<file path="config.mk">
export PLATFORM = sky130hd
export DESIGN_NAME = axi4_lite_write_slave
export DESIGN_NICKNAME = d
export VERILOG_FILES = /design/src/rtl/axi4_lite_pkg.sv /design/src/rtl/axi4_lite_chan_slot.sv /design/src/rtl/axi4_lite_write_slave.sv
export SDC_FILE = /design/constraint.sdc
export NUM_CORES = 1
export LEC_CHECK = 0
export ABC_AREA = 1
export CORE_MARGIN = 5
export CORE_UTILIZATION = 48
export DETAILED_ROUTE_END_ITERATION = 7
export PLACE_DENSITY = 0.68
export SETUP_SLACK_MARGIN = 0.3
export SLEW_MARGIN = 20
export SYNTH_ARGS = -nofsm -noshare
export SYNTH_HDL_FRONTEND = slang
export SYNTH_SLANG_ARGS = --single-unit
</file>
<file path="constraint.sdc">
create_clock -name ACLK -period 2.5 [get_ports ACLK]
set_clock_uncertainty 0.15 [all_clocks]
set_input_delay 0.5 -clock ACLK [delete_from_list [all_inputs] [get_ports ACLK]]
set_output_delay 0.5 -clock ACLK [all_outputs]
set_load 0.02 [all_outputs]
</file>
<file path="src/rtl/axi4_lite_pkg.sv">
// Shared AXI4-Lite response codes and the byte-strobe merge helper.
package axi4_lite_pkg;

    localparam logic [1:0] RESP_OKAY   = 2'b00;
    localparam logic [1:0] RESP_EXOKAY = 2'b01;
    localparam logic [1:0] RESP_SLVERR = 2'b10;
    localparam logic [1:0] RESP_DECERR = 2'b11;

    // Replace each byte of old with the matching byte of data where strb is set.
    function automatic logic [31:0] merge_strb(input logic [31:0] old,
                                               input logic [31:0] data,
                                               input logic [3:0]  strb);
        logic [31:0] res;
        res = old;
        for (int i = 0; i < 4; i++) begin
            if (strb[i]) begin
                res[8*i +: 8] = data[8*i +: 8];
            end
        end
        return res;
    endfunction

endpackage

</file>
<file path="src/rtl/axi4_lite_chan_slot.sv">
// One-entry holding register for an AXI4-Lite request channel (AW or W).
// The ready output is a flop tracking the next-state emptiness of the slot,
// so there is no combinational path from valid to ready.
module axi4_lite_chan_slot #(
    parameter int unsigned W = 32
) (
    input  logic         clk,
    input  logic         rst,
    input  logic         valid,
    output logic         ready,
    input  logic [W-1:0] in_data,
    input  logic         clear,
    output logic         full,
    output logic [W-1:0] out_data
);

    logic hs;
    logic full_next;

    // Next occupancy: a handshake fills, a clear empties.
    // Both cannot coincide: clear only fires while full, when ready is 0.
    always_comb begin
        hs        = valid & ready;
        full_next = full;
        if (clear) begin
            full_next = 1'b0;
        end
        if (hs) begin
            full_next = 1'b1;
        end
    end

    // Occupancy, registered ready and captured payload.
    always_ff @(posedge clk) begin
        if (rst) begin
            full     <= 1'b0;
            ready    <= 1'b0;
            out_data <= '0;
        end else begin
            full  <= full_next;
            ready <= !full_next;
            if (hs) begin
                out_data <= in_data;
            end
        end
    end

endmodule

</file>
<file path="src/rtl/axi4_lite_write_slave.sv">
// AXI4-Lite write subordinate: independent one-entry AW and W slots, a commit
// stage that merges the write into a register file under WSTRB, and a single
// registered B response. A side port reads the register file combinationally.
module axi4_lite_write_slave
    import axi4_lite_pkg::*;
#(
    parameter  int unsigned ADDR_WIDTH = 32,
    parameter  int unsigned DATA_WIDTH = 32,
    parameter  int unsigned NUM_REGS   = 16,
    localparam int unsigned IDX_W      = $clog2(NUM_REGS)
) (
    input  logic                  ACLK,
    input  logic                  ARESET,
    input  logic                  AWVALID,
    output logic                  AWREADY,
    input  logic [ADDR_WIDTH-1:0] AWADDR,
    input  logic [2:0]            AWPROT,
    input  logic                  WVALID,
    output logic                  WREADY,
    input  logic [DATA_WIDTH-1:0] WDATA,
    input  logic [3:0]            WSTRB,
    output logic                  BVALID,
    input  logic                  BREADY,
    output logic [1:0]            BRESP,
    input  logic [IDX_W-1:0]      rd_idx,
    output logic [DATA_WIDTH-1:0] rd_data
);

    localparam logic [ADDR_WIDTH-1:0] ADDR_LIMIT = ADDR_WIDTH'(NUM_REGS * 4);

    logic                  aw_full;
    logic                  w_full;
    logic [ADDR_WIDTH-1:0] aw_addr;
    logic [DATA_WIDTH-1:0] w_data;
    logic [3:0]            w_strb;
    logic                  commit;
    logic                  in_range;
    logic [IDX_W-1:0]      wr_idx;
    logic                  bvalid_q;
    logic [1:0]            bresp_q;
    logic [DATA_WIDTH-1:0] regs [NUM_REGS];

    // Protection attributes are accepted but have no effect here.
    logic unused_prot;
    assign unused_prot = ^AWPROT;

    axi4_lite_chan_slot #(
        .W (ADDR_WIDTH)
    ) u_aw_slot (
        .clk      (ACLK),
        .rst      (ARESET),
        .valid    (AWVALID),
        .ready    (AWREADY),
        .in_data  (AWADDR),
        .clear    (commit),
        .full     (aw_full),
        .out_data (aw_addr)
    );

    axi4_lite_chan_slot #(
        .W (DATA_WIDTH + 4)
    ) u_w_slot (
        .clk      (ACLK),
        .rst      (ARESET),
        .valid    (WVALID),
        .ready    (WREADY),
        .in_data  ({WDATA, WSTRB}),
        .clear    (commit),
        .full     (w_full),
        .out_data ({w_data, w_strb})
    );

    // Commit only once both halves are present and the previous response has
    // drained; a B handshake therefore always precedes the next commit by an edge.
    always_comb begin
        commit   = aw_full & w_full & !bvalid_q;
        in_range = aw_addr < ADDR_LIMIT;
        wr_idx   = aw_addr[2 +: IDX_W];
    end

    // B channel: raised by a commit, held stable until BREADY is seen.
    always_ff @(posedge ACLK) begin
        if (ARESET) begin
            bvalid_q <= 1'b0;
            bresp_q  <= RESP_OKAY;
        end else if (commit) begin
            bvalid_q <= 1'b1;
            bresp_q  <= in_range ? RESP_OKAY : RESP_SLVERR;
        end else if (bvalid_q && BREADY) begin
            bvalid_q <= 1'b0;
        end
    end

    // Register file: byte-merged write on an in-range commit.
    always_ff @(posedge ACLK) begin
        if (ARESET) begin
            for (int i = 0; i < int'(NUM_REGS); i++) begin
                regs[i] <= '0;
            end
        end else if (commit && in_range) begin
            regs[wr_idx] <= merge_strb(regs[wr_idx], w_data, w_strb);
        end
    end

    // Output drive: registered B channel and the combinational side read.
    always_comb begin
        BVALID  = bvalid_q;
        BRESP   = bresp_q;
        rd_data = regs[rd_idx];
    end

endmodule

</file>
==> flow_summary.json <==
{
  "status": "completed",
  "hp-class": "reg -> reg",
  "path_cells": "buf_16, buf_12, buf_4, o211ai_1, nand3_1, nand3_1, nand2_2, buf_6",
  "clkLatencyLatePin_ps": 620,
  "place_hpwl_mm": 47.5,
  "worst_pin_slew_ps": 953,
  "nets": 2961,
  "drc": 0,
  "die_y_um": 247,
  "tritoncts": "yes",
  "ys_types": 23,
  "ctsHoldBuffers": 0,
  "avgSynthCellArea_um2": 10.1,
  "ant_nets": 0,
  "grt_max_degree": 57,
  "worst-r2r-setup-slack_ps": 250,
  "cpMaxStageDelayCell": "o211ai_1",
  "io_buffers": 110,
  "crit_buf_inv": 4,
  "first_iter_violations": 2323,
  "rsz0062_at_grt": "true",
  "synth_top_area_frac": 0.570,
  "power.leakage_nw": 12.6,
  "dieArea_um2": 61000,
  "synth-seq-cells": 584,
  "syn_inst": 2674,
  "async_flop_share": 0,
  "die_x_um": 247,
  "routabilityCongestion": 0.852,
  "grt_pass1_vias": 19366,
  "synth_ff_type": "edfxtp_1",
  "avgRoutedWirePerCell_um": 19.8,
  "critPathKind": "in -> out",
  "finalMaxSlewViolations": 0,
  "postPlaceCellArea_um2": 30000,
  "ys_top_cells_by_count": "612 x nor2_1, 512 x edfxtp_1, 266 x inv_1",
  "vias_per_cell": 5.49,
  "end_kind": "output port",
  "drive_above_1_share": 0.208,
  "timing.final.hold_violations": 0,
  "synth_most_common_cell": "nor2_1",
  "grt_pass1_wl_mm": 110,
  "cpPeakStageDelay_ps": 240,
  "grt_overflow": 0,
  "syn_nets": 2754,
  "drt-total-wl_mm": 72.9,
  "grt_usage": 0.230,
  "period_share": 0.969,
  "cap_violations": 0,
  "cts_buffers": 59,
  "finish.instance_area_um2": 33700,
  "first_pass_iters": 6,
  "num_rows": 87,
  "stdcell_count": 3685,
  "start_util": 0.481,
  "crit_fanout": 8,
  "cp.required_ps": 1850,
  "ir_worst_vdd_mv": 0.519,
  "clkTransAtPathRegs_ps": 60,
  "synth.area.top_cells": "edfxtp_1 57%, nor2_1 8.5%, dfxtp_1 5.3%, nand4_4 3.9%, inv_1 3.7%",
  "htreeDepth": 2,
  "yosysSeqAreaShare": 0.623,
  "diodes": 0,
  "cts_root_buf": "clkbuf_16",
  "synth_area_leader_cell": "edfxtp_1",
  "core_um2": 56100,
  "syn2layout_area_growth_pct": 24.9,
  "maxSlewHeadroom": 0.361,
  "cellPowerDensity_nw_per_um2": 654,
  "cp.arrival_ps": 1770,
  "syn_area_um2": 27000,
  "synth_edf_count": 512,
  "dp.cells": 3544,
  "pin_count": 117,
  "clock_path_buffers": 3,
  "period_minus_slack_ps": 2420,
  "yosys_warnings": 0,
  "fmax_mhz": 413,
  "p_total_mw": 22.0,
  "cp_common_cell": "nand3_1",
  "crit_path_start_kind": "primary input",
  "vias": 20244,
  "crit_family": "buffers and inverters",
  "clock_sink_count": 584,
  "setup_violations": 0,
  "antenna_found_initial": 0
}
==> final cells by class <==
type                    instances  area [um2]
repair buffers                332        3690
clock inverters                26         208
inverters                     301        1140
fillers                      4490       22400
clock buffers                  83        1640
well taps                     756         946
multi-input cells            1603        9250
flip-flops and latches        584       16800
==> report_power, final <==
group | internal (mW) | switching, mW
combinational | 0.836 | 1.61
sequential | 10.9 | 0.128
clock | 4.87 | 3.67
total | 16.6 | 5.40
==> cell usage in the layout (no fill, tap or decap), types with 45 or more instances in the layout <==
cell / count
o21ai_1: 46
nand2_2: 62
nor2_1: 566
nand4_4: 58
nand3_1: 145
clkbuf_16: 67
o21ai_0: 146
dfxtp_1: 71
o211ai_1: 128
nand3_2: 48
clkdlybuf4s50_1: 70
buf_4: 147
a21oi_1: 160
inv_1: 266
clkinv_1: 45
buf_6: 53
nand2_1: 144
edfxtp_1: 512
==> kinds of logic (layout without fill, tap and decap cells) <==
family | count (synthesis) | count (layout) | synth area share
simple gates | 1113 | 1113 | 0.201
buf+inv | 487 | 742 | 0.0731
compound gates | 489 | 489 | 0.103
flops | 584 | 584 | 0.623
other cells | 1 | 1 | 0.000139
==> worst paths after layout <==
| check | cells after the start | to | from |
|---|---|---|---|
| worst max-delay path | 8 | rd_data[16] | rd_idx[0] |
| worst min-delay path | 2 | u_w_slot.out_data[27] | u_w_slot.out_data[27] |
| worst max register to register | 9 | regs[6][12] | BVALID |
| worst min register to register | 2 | u_w_slot.out_data[27] | u_w_slot.out_data[27] |
==> timing repair <==
item | in CTS | in global routing
gates cloned | 7 | 9
gates resized for setup | 306 | 246
setup buffers | 2 | 14
setup endpoints to repair | 404 | 644
pin swaps | 104 | 97
==> worst reg2reg max path, stage by stage (launching register included) <==
cell and delay, ps:
dfxtp_1 330, inv_1 100, nand3_2 90, nor2_2 120
nand2_2 80, nor2_4 320, clkbuf_16 240, buf_16 150
nand4_4 140, nand2_4 220
==> sequential cells by signal, indices dropped and copies added (netlist names) <==
name and cells:
BRESP 1, BVALID 1, regs 512, u_aw_slot.full 1
u_aw_slot.out_data 30, u_aw_slot.ready 1, u_w_slot.full 1, u_w_slot.out_data 36
u_w_slot.ready 1
==> stage by stage <==
| step | worst slack (ps) | utilization | setup TNS [ps] | hold WS (ps) |
|---|---|---|---|---|
| global route | 3.84 | 0.601 | 0 | 327 |
| CTS | 34.8 | 0.579 | 0 | 291 |
| detailed placement | -697 | 0.536 | -21390 | 282 |
| finish | 78.5 | 0.601 | 0 | 288 |
| floorplan | 303 | - | 0 | 297 |
| global placement | -686 | 0.536 | -20330 | 278 |
==> metal layers <==
layer / track usage / vias up / part of all wire
met3: 0.0460 / 126 / 0.080
met1: 0.316 / 9819 / 0.41
met5: 0 / - / 0
met4: 0.0674 / 0 / 0.024
met2: 0.374 / 765 / 0.48
li1: - / 9534 / -
(Power assumes the default switching activity.)
